$ cat src/rtl/wrr_stream_arbiter_pkg.sv
// Shared types and helpers for the stream crossbar arbiters.
package wrr_stream_arbiter_pkg;

    typedef enum logic {
        IDLE = 1'b0,
        BUSY = 1'b1
    } arb_state_t;

    // Wraps back to 0 after count-1, so repeated calls walk a ring of requesters.
    function automatic int next_index(input int idx, input int count);
        return (idx + 1 >= count) ? 0 : idx + 1;
    endfunction

endpackage

$ cat src/rtl/wrr_stream_arbiter_rr_pick.sv
// Combinational round-robin search: first eligible index after start, start itself last.
module rr_pick
    import wrr_stream_arbiter_pkg::*;
#(
    parameter int N  = 2,
    parameter int IW = $clog2(N)
) (
    input  logic [N-1:0]  eligible,
    input  logic [IW-1:0] start,
    output logic          found,
    output logic [IW-1:0] index
);

    int              cand;
    logic [IW-1:0]   cand_idx;

    always_comb begin
        found    = 1'b0;
        index    = start;
        cand     = int'(start);
        cand_idx = start;
        for (int k = 0; k < N; k++) begin
            cand     = next_index(cand, N);
            cand_idx = IW'(cand);
            if (!found && eligible[cand_idx]) begin
                found = 1'b1;
                index = cand_idx;
            end
        end
    end

endmodule

$ cat src/rtl/wrr_stream_arbiter.sv
// Packet-locked weighted round-robin arbiter sharing one crossbar master output
// between S_DATA_COUNT requesters; grant holds from first beat to accepted last beat.
module wrr_stream_arbiter
    import wrr_stream_arbiter_pkg::*;
#(
    parameter int T_DATA_WIDTH = 8,
    parameter int S_DATA_COUNT = 2,
    parameter int WEIGHT_WIDTH = 4,
    parameter int T_ID___WIDTH = $clog2(S_DATA_COUNT)
) (
    input  logic                                      clk,
    input  logic                                      rst_n,
    input  logic [S_DATA_COUNT-1:0][T_DATA_WIDTH-1:0] s_data_i,
    input  logic [S_DATA_COUNT-1:0]                   s_last_i,
    input  logic [S_DATA_COUNT-1:0]                   s_valid_i,
    output logic [S_DATA_COUNT-1:0]                   s_ready_o,
    output logic [T_DATA_WIDTH-1:0]                   m_data_o,
    output logic                                      m_last_o,
    output logic [T_ID___WIDTH-1:0]                   m_id_o,
    output logic                                      m_valid_o,
    input  logic                                      m_ready_i,
    input  logic                                      cfg_we_i,
    input  logic [T_ID___WIDTH-1:0]                   cfg_idx_i,
    input  logic [WEIGHT_WIDTH-1:0]                   cfg_weight_i,
    output logic                                      busy_o
);

    arb_state_t                state;
    logic [T_ID___WIDTH-1:0]   grant;
    logic [T_ID___WIDTH-1:0]   ptr;
    logic [WEIGHT_WIDTH-1:0]   credit;
    logic [WEIGHT_WIDTH-1:0]   weight [S_DATA_COUNT];

    logic [S_DATA_COUNT-1:0]   eligible;
    logic                      keep;
    logic                      pick_found;
    logic [T_ID___WIDTH-1:0]   pick_idx;
    logic                      xfer;

    // A zero weight removes the requester from arbitration entirely.
    always_comb begin
        eligible = '0;
        for (int i = 0; i < S_DATA_COUNT; i++) begin
            eligible[i] = s_valid_i[i] && (weight[i] != '0);
        end
    end

    assign keep = (credit != '0) && eligible[ptr];

    rr_pick #(
        .N  (S_DATA_COUNT),
        .IW (T_ID___WIDTH)
    ) u_pick (
        .eligible (eligible),
        .start    (ptr),
        .found    (pick_found),
        .index    (pick_idx)
    );

    assign xfer = m_valid_o && m_ready_i;

    always_ff @(posedge clk or negedge rst_n) begin
        if (!rst_n) begin
            state  <= IDLE;
            grant  <= '0;
            ptr    <= T_ID___WIDTH'(S_DATA_COUNT - 1);
            credit <= '0;
        end else begin
            case (state)
                IDLE: begin
                    if (keep) begin
                        grant  <= ptr;
                        credit <= credit - 1'b1;
                        state  <= BUSY;
                    end else if (pick_found) begin
                        grant  <= pick_idx;
                        ptr    <= pick_idx;
                        credit <= weight[pick_idx] - 1'b1;
                        state  <= BUSY;
                    end
                end
                BUSY: begin
                    if (xfer && m_last_o) begin
                        state <= IDLE;
                    end
                end
                default: state <= IDLE;
            endcase
        end
    end

    // Weight updates never touch loaded credit; a selection this cycle sees the old weight.
    always_ff @(posedge clk or negedge rst_n) begin
        if (!rst_n) begin
            for (int i = 0; i < S_DATA_COUNT; i++) begin
                weight[i] <= WEIGHT_WIDTH'(1);
            end
        end else if (cfg_we_i && (int'(cfg_idx_i) < S_DATA_COUNT)) begin
            weight[cfg_idx_i] <= cfg_weight_i;
        end
    end

    always_comb begin
        m_valid_o = 1'b0;
        m_last_o  = 1'b0;
        m_data_o  = '0;
        s_ready_o = '0;
        if (state == BUSY) begin
            m_valid_o        = s_valid_i[grant];
            m_last_o         = s_last_i[grant];
            m_data_o         = s_data_i[grant];
            s_ready_o[grant] = m_ready_i;
        end
    end

    assign m_id_o = grant;
    assign busy_o = (state == BUSY);

endmodule

$ cat config.mk
export PLATFORM = sky130hd
export DESIGN_NAME = wrr_stream_arbiter
export DESIGN_NICKNAME = d
export VERILOG_FILES = /design/src/rtl/wrr_stream_arbiter_pkg.sv /design/src/rtl/wrr_stream_arbiter_rr_pick.sv /design/src/rtl/wrr_stream_arbiter.sv
export SDC_FILE = /design/constraint.sdc
export NUM_CORES = 1
export LEC_CHECK = 0
export ABC_AREA = 1
export CAP_MARGIN = 20
export CORE_AREA = 2 2 53 55
export CTS_BUF_LIST = sky130_fd_sc_hd__clkbuf_2
export DETAILED_ROUTE_END_ITERATION = 12
export DIE_AREA = 0 0 55 57
export GPL_TIMING_DRIVEN = 0
export PLACE_DENSITY = 0.78
export REMOVE_ABC_BUFFERS = 1
export SYNTH_ARGS = -nofsm -noshare
export SYNTH_HDL_FRONTEND = slang
export SYNTH_HIERARCHICAL = 1
export SYNTH_SLANG_ARGS = --single-unit
$ cat constraint.sdc
create_clock -name clk -period 2.4 [get_ports clk]
set_input_delay 0.48 -clock clk [delete_from_list [all_inputs] [get_ports clk]]
set_output_delay 0.48 -clock clk [all_outputs]
set_load 0.02 [all_outputs]
== Word level (Yosys, flattened, before mapping) ==
Index checks and enable logic that the tools add are counted.

* Magnitude comparators: 10
* Equal/unequal tests: 0
* Divide/modulo/power cells: 0
* Bitwise gates (word level): 5
* $mul: 0
* Add/subtract/negate cells: 4
* Shift-type cells: 0
* Mux-type cells: 38
* Reduce and logical (&&, ||, !) cells: 15

{| class="wikitable"
|+ Operators with widths
! cell !! number
|-
| $add A32 B2 Y32 const B || 1
|-
| $ge A32 B3 Y1 const B || 1
|-
| $mux W32 || 1
|-
| $mux W4 || 6
|-
| $mux W8 || 3
|-
| $mux W1 || 23
|-
| $reduce_bool A4 Y1 || 3
|-
| $bwmux W8 || 1
|-
| $logic_and A1 B1 Y1 || 8
|-
| $lt A1 B2 Y1 const B || 4
|-
| $sub A4 B1 Y4 const B || 2
|-
| $ge A2 B2 Y1 const B || 3
|-
| $demux W4 S1 || 1
|-
| $not A1 Y2 || 2
|-
| $reduce_and A3 Y1 || 1
|-
| $add A1 B1 Y2 const B || 1
|-
| $and A2 B2 Y2 || 1
|-
| $lt A2 B1 Y1 const B || 1
|-
| $mux W2 || 1
|-
| $not A1 Y1 || 2
|-
| $pmux W1 S2 || 1
|-
| $reduce_and A2 Y1 || 1
|-
| $reduce_bool A2 Y1 || 1
|-
| $demux W1 S1 || 1
|-
| 2 further kinds || 2
|}

* Memories: 0
* Output and inout port bits: 14
* Bits in latches: 0
* Register bits: 15
* Bits of input ports: 29
* RAM bits: 0
* Bits in read-only memories: 0
* Word-level logic and storage cells: 78

== Logic depth before layout (Yosys ltp) ==
Gate-level depths: netlist of run 1.

* Word-level depth: 17
* Mapped depth: 16

== Cells and area by module ==
The synthesis of run 1 kept the hierarchy.

{| class="wikitable"
|+ Modules (own cells, without submodules)
! module !! area each (um^2) !! cells each !! times used
|-
| wrr_stream_arbiter || 1,037.2 || 143 || 1
|-
| rr_pick || 25.0 || 6 || 1
|}

== Worst setup path before layout of run 1 ==
Ideal clock, no wire load.

* Kind: reg-to-output
* Start point: register state, in the netlist busy_o
* End point: output m_data_o[0]
* Path slack: 0.475 ns
* Data arrival time: 1.445 ns
* Required time: 1.920 ns
* Buffers on the path: 1
* Cell stages (with the launch flop): 5
* Cells stage by stage: dfrtp_1 inv_2 or2_1 buf_2 o21ai_0

* Word-level cells in the longest chain between the ends: 1

{| class="wikitable"
|+ RTL lines
! what !! RTL line !! text
|-
| from (decl) || wrr_stream_arbiter.sv:28 || <nowiki>arb_state_t state;</nowiki>
|-
| from (signal assigned) || wrr_stream_arbiter.sv:64 || <nowiki>state <= IDLE;</nowiki>
|-
| from (signal assigned) || wrr_stream_arbiter.sv:74 || <nowiki>state <= BUSY;</nowiki>
|-
| from (signal assigned) || wrr_stream_arbiter.sv:79 || <nowiki>state <= BUSY;</nowiki>
|-
| $mux W8 || wrr_stream_arbiter.sv:108 || <nowiki>if (state == BUSY) begin</nowiki>
|-
| to (decl) || wrr_stream_arbiter.sv:17 || <nowiki>output logic [T_DATA_WIDTH-1:0] m_data_o,</nowiki>
|}

No other way between the ends.

== Worst setup path after layout of run 1 ==
* Start point: input m_ready_i
* End point: output s_ready_o[1]

* Word-level cells in the longest chain between the ends: 2

{| class="wikitable"
|+ RTL lines
! what !! RTL line !! text
|-
| from (decl) || wrr_stream_arbiter.sv:21 || <nowiki>input logic m_ready_i,</nowiki>
|-
| $and A2 B2 Y2 (no source line) || n/a ||
|-
| $mux W2 || wrr_stream_arbiter.sv:108 ||
|-
| to (decl) || wrr_stream_arbiter.sv:16 || <nowiki>output logic [S_DATA_COUNT-1:0] s_ready_o,</nowiki>
|}

No other way between the ends.

==> results.cfg, run 1 <==
[synthesis]
synth_edf_count = 0
ys_warn_count = 6
synth_flop_cell = dfrtp_1
yosys.area_share.simple_pct = 33.2
synth_top_family_by_area = simple AND/OR/NAND/NOR gates
synth_area_leader_cell = dfrtp_1
ys_ff_latch = 15
synth-async-reset-ratio_pct = 100
synth_top_area_share_pct = 28.3
avgSynthCellArea_sq_um = 7.13
yosys-top-cells-area = dfrtp_1 (28%), nand2_1 (12%), inv_1 (9.2%), o21ai_0 (8.5%), dfstp_2 (7.4%)
ys_seq_area_share_pct = 35.7
synthCells = 149
muxShareOfSynthArea_pct = 4.95
ys_types = 24
synth-compound-area-share_pct = 12.6
synth_fa_ha_area_share_pct = 1.18
yosysMostFrequentCell = nand2_1
synth_xor_area_share_pct = 0
synth_area_sq_mm = 0.00106
synthTopCellsByCount = nand2_1 (34), inv_1 (26), o21ai_0 (18), nand3_1 (15), dfrtp_1 (12)

[cts]
root_buffer = clkbuf_2
cts_buffers = 3
insertion_delay_ns = 0.29
clkSlewWorstSetupHoldPaths_ns = 0.14
cts_num_sinks = 15
cts_tree = yes
cts_buffer_depth = 2
htree_num_levels = 1

[finish]
fin_area_sq_mm = 0.00155
n_antenna_cell = 0
drive_gt1_share_pct = 14.1
area_delta_synth_final_pct = 45.5
finalNetCount = 223

[sta]
fin_crit_ns = 2.18
clock.fmax_mhz = 458
whs_ns = 0.513
drv_slew = 0
finalSetupViolCount = 0
fin_skew_ns = 0.00475
setup_tns_ns = 0
hold_viol = 0
rsz0062_at_grt = false
fin_crit_sh_pct = 90.9
max_slew_margin_pct = 55.8
max_slew.worst_pin.slew_ns = 0.662

[floorplan]
core-area_sq_mm = 0.00262
rows = 19
die-area_sq_mm = 0.00314
die_x_um = 55
initial_core_util_pct = 40.6
die_h_um = 57
io_pins = 43

[placement]
dpl_cell_area_sq_mm = 0.00150
place.gp.congestion = 0.764
io_buffers = 42
dp_hpwl_mm = 2.15

[global_route]
grt_busiest_layer = met2
grt_use_met1_pct = 16.4
grt_max_degree = 16
antenna_found_initial = 0
globalRouteMet3Util_pct = 4.45
grt_pass1_vias = 1059
use_met2_pct = 33.7
overflow = 0
grt_usage_pct = 17.2
grt_first_pass_wirelength_mm = 4.04

[routing]
antenna_left = 0
drt_iter0_drc = 26
post-route-drc-count = 0
routed_wirelength_mm = 2.70
via_count = 1144
routedWlPerCell_um = 12.1
dr.pass1.iters = 4
viasPerCell = 5.13

[worst_setup_path]
cp-startpoint = m_ready_i
crit_type = primary input to output pin
required_ns = 1.92
crit_path_end_kind = output pin
r2r_cells = 13
r2r-end = credit[2]
r2r-start = weight[0]
crit_fanout = 2
reg2reg_setup_slack_ns = 0.37
cp.arrival_ns = 1.70
cp-start-kind = primary input

[power]
power_leakage_nw = 0.832
ir_drop_mv = 0.789
power.density_mw_per_mm2 = 1030

[hold_path]
hold_depth = 2
hp-class = flip-flop to flip-flop
holdPathEnd = credit[1]
min-delay-start = credit[1]

[run]
maxCapViolCount = 0

[status]
status = completed
[placed cells by master, fill, tap and decap left out, drive strengths merged]
master | netlist | layout
buf | 2 | 1
clkbuf | 2 | 4
clkdlybuf4s50 | 0 | 31
dfrtp | 12 | 12
dfstp | 3 | 3
dlygate4sd2 | 0 | 5
dlymetal6s2s | 0 | 6
ha | 1 | 1
inv | 29 | 29
mux2 | 2 | 2
mux2i | 3 | 3
nand2 | 40 | 40
nand3 | 18 | 18
nand4 | 5 | 5
nor2 | 7 | 7
o21ai | 23 | 23
or2 | 2 | 2
[cell families (layout without fill, tap and decap cells)]
group / Yosys count / in the layout
adders and majority gates: 1 / 1
DFF: 15 / 15
buffers and inverters: 33 / 76
and+or+nand+nor: 72 / 72
muxes: 5 / 5
AOI/OAI and AO/OA: 23 / 23
[critical path, stage by stage]
cell	delay, ns
clkdlybuf4s50_1	0.47
inv_1	0.05
nor2_1	0.09
clkdlybuf4s50_1	0.61
[state kept, by name (all words and copies together) (netlist names)]
register and count:
credit 4, m_id_o 1, ptr 1, busy_o 1, weight 8
[layout make-up]
| cell class | instances | area, sq um |
|---|---|---|
| fill | 248 | 1070 |
| multi-input combinational | 101 | 554 |
| timing repair buffer | 43 | 437 |
| sequential | 15 | 382 |
| inverter | 29 | 114 |
| tap | 31 | 38.8 |
| clock buffer | 4 | 20.0 |
[metrics by stage]
step                      setup slack, ns  utilization (%)  total power (W)  std cells
after global placement             0.0298             57.5          0.00145        218
after global routing                0.157             59.1          0.00173        223
after floorplan                     0.370                -          0.00110        145
final                               0.217             59.1          0.00160        223
after detailed placement          0.00823             57.5          0.00149        218
after CTS                        0.000600             58.5          0.00161        223
[routing by layer]
metal	wire length (um)	vias to the layer above
li1	-	562
met1	977	517
met2	1340	60
met3	345	5
met4	26	0
met5	0	-
[power by group]
| group | internal, W | switching [W] |
|---|---|---|
| sequential | 0.000339 | 0.0000783 |
| combinational | 0.000429 | 0.000628 |
| clock | 0.0000442 | 0.0000796 |
[timing repair]
action | CTS | global route
hold buffers | 0 | 0
gates resized for setup | 8 | 6
setup endpoints to repair | 11 | 6
cloned | 0 | 0
setup buffers | 1 | 0
[worst max-delay path by stage]
stage                   endpoint  slack [ns]
floorplan            m_data_o[0]        0.37
global placement       m_valid_o        0.03
detailed placement     m_valid_o       0.008
CTS                     m_last_o      0.0006
global route           m_valid_o        0.16
finish              s_ready_o[1]        0.22
Power figures use the tool's default switching activity.
==> run 2, diff against run 1 <==
- CORE_AREA: 2 2 53 55 -> 2 2 52 54
- DIE_AREA: 0 0 55 57 -> 0 0 54 56
- PLACE_DENSITY: 0.78 -> 0.79
- SYNTH_HIERARCHICAL: 1 -> unset
==> results.cfg, run 2 <==
[status]
status = completed

[synthesis]
ys_seq_area_share_pct = 37.0
synthCells = 151
yosysMostFrequentCell = nand3_1
avgSynthCellArea_sq_um = 6.79
ys_warn_count = 0
ys_types = 19
ys_ff_latch = 15
synth-async-reset-ratio_pct = 100
synth_top_area_share_pct = 29.3
synth_area_sq_mm = 0.00103
synth_area_leader_cell = dfrtp_1
synth_edf_count = 0
synth_flop_cell = dfrtp_1
synthTopCellsByCount = nand3_1 (30), nand2_1 (29), inv_1 (24), o21ai_0 (20), dfrtp_1 (12)
yosys-top-cells-area = dfrtp_1 (29%), nand3_1 (15%), nand2_1 (11%), o21ai_0 (9.8%), inv_1 (8.8%)

[power]
seq_power_share_pct = 28.2
power.density_mw_per_mm2 = 1000
switchingPower_w = 0.000739
clkPwrFrac_pct = 8.3
switching_share_pct = 49.2
power_w = 0.00150
power_leakage_nw = 0.772
p_comb_share_pct = 63.6
internal_power_w = 0.000763
ir_drop_mv = 0.550

[cts]
insertion_delay_ns = 0.29
cts_buffer_depth = 2
cts_buffers = 3
htree_num_levels = 1
clkSlewWorstSetupHoldPaths_ns = 0.14
hold_buffers = 0
cts_tree = yes
root_buffer = clkbuf_2
cts_num_sinks = 15

[routing]
drt_iter0_drc = 43
via_count = 1154
antenna_left = 0
routed_wirelength_mm = 2.66
post-route-drc-count = 0
routedWlPerCell_um = 11.8
viasPerCell = 5.13
dr.pass1.iters = 4

[placement]
dpl_cell_area_sq_mm = 0.00147
io_buffers = 42
place.gp.congestion = 0.820
dp_hpwl_mm = 2.16

[sta]
rsz0062_at_grt = false
drv_slew = 0
hold_viol = 0
fin_crit_ns = 2.20
fin_skew_ns = 0.00128
setup_tns_ns = 0
clock.fmax_mhz = 454
whs_ns = 0.515
max_slew.worst_pin.slew_ns = 0.655
fin_crit_sh_pct = 91.7
finalSetupViolCount = 0
max_slew_margin_pct = 56.2

[worst_setup_path]
cp.arrival_ns = 1.72
crit_path_frequent_cell = clkdlybuf4s50_1
cpLargestDelayFamily = buffers and inverters
cp-start-kind = primary input
crit_path_end_kind = output pin
required_ns = 1.92
crit_type = primary input to output pin
critPathMaxStageDelay_ns = 0.60
crit_fanout = 2
cp_slowest_cell = clkdlybuf4s50_1
crit_chain = clkdlybuf4s50_1 -> inv_1 -> nor2_1 -> clkdlybuf4s50_1
cp_num_buf_inv = 3

[finish]
fin_area_sq_mm = 0.00150
n_antenna_cell = 0
finalCoreUtilization_pct = 61.6
layout_common_cells = clkdlybuf4s50_1 (31), nand3_1 (30), nand2_1 (29)
area_delta_synth_final_pct = 46.0
largest_reg_flops = 8
drive_gt1_share_pct = 12.8
finalNetCount = 226
reg_top3 = weight x8, credit x4
largest_register = weight
final_common_cell = clkdlybuf4s50_1

[floorplan]
core-area_sq_mm = 0.00243
io_pins = 43
initial_core_util_pct = 42.2
rows = 18
die-area_sq_mm = 0.00302
die_h_um = 56
die_x_um = 54

[hold_path]
hp-class = flip-flop to flip-flop

[global_route]
antenna_found_initial = 0
grt_usage_pct = 17.9
grt_pass1_vias = 1022
grt_first_pass_wirelength_mm = 4.13
grt_max_degree = 16
overflow = 0

[run]
maxCapViolCount = 0
[run 2: what timing repair did]
action	4_1_cts	5_1_grt
gates resized for setup	12	2
endpoints found under the hold margin	0	0
setup endpoints to repair	11	2
setup buffers	1	0
[run 2: cell type report]
class / instances / area, sq um
repair buffers: 43 / 422
flip-flops and latches: 15 / 382
inverters: 27 / 101
multi-input cells: 106 / 536
fillers: 230 / 935
well taps: 30 / 37.5
clock buffers: 4 / 20.0
[run 2: cells by family (layout without fill, tap and decap cells)]
group	after synthesis	in the layout	synth area share [%]
and+or+nand+nor	81	81	37.7
buffers and inverters	30	74	11.1
AOI/OAI and AO/OA	24	24	13.0
DFF	15	15	37.0
adders and majority gates	1	1	1.22
[run 2: power by group through the flow]
stage / Clock, W / Sequential, W / Combinational (W)
after floorplan: 0 / 0.000432 / 0.000604
after global placement: 0 / 0.000437 / 0.000942
after detailed placement: 0 / 0.000443 / 0.000978
after CTS: 0.000126 / 0.000422 / 0.000963
after global routing: 0.000136 / 0.000432 / 0.00106
final: 0.000124 / 0.000423 / 0.000954
[run 2: per-stage QoR]
step | setup WS, ns | instances
2_1_floorplan | 0.447 | 148
3_3_place_gp | 0.0248 | 220
3_5_place_dp | 0.00399 | 220
4_1_cts | 0.00833 | 225
5_1_grt | 0.127 | 225
6_report | 0.200 | 225
[run 2: per-layer routing]
layer  routed length (um)  global-route usage, %  part of all wire (%)
met3                  240                   3.23                   9.0
met1                 1030                   19.3                    39
met4                   63                   8.57                   2.4
met2                 1330                   32.1                    50
met5                    0                      0                     0
[run 2: final timing paths]
kind / slack [ns] / cells past startpoint / end / startpoint
max: 0.20 / 4 / s_ready_o[1] / m_ready_i
min: 0.51 / 2 / credit[1] / credit[1]
max reg2reg: 0.62 / 12 / credit[2] / weight[0]
min reg2reg: 0.51 / 2 / credit[1] / credit[1]
max in group asynchronous: 1.37 / 1 / busy_o / rst_n
min in group asynchronous: 0.57 / 1 / credit[0] / rst_n
[run 2: worst register-to-register path, delay by kind of cell (launching register included)]
family,cells,cell delay [ns]
DFF,1,0.58
adders and majority gates,1,0.20
AOI/OAI and AO/OA,2,0.14
buffers and inverters,1,0.06
and+or+nand+nor,8,0.71
==> run 3, diff against run 2 <==
- CAP_MARGIN: 20 -> unset
==> results of run 3 <==
No change in the layout: final DEF, timing and power equal those of run 2.
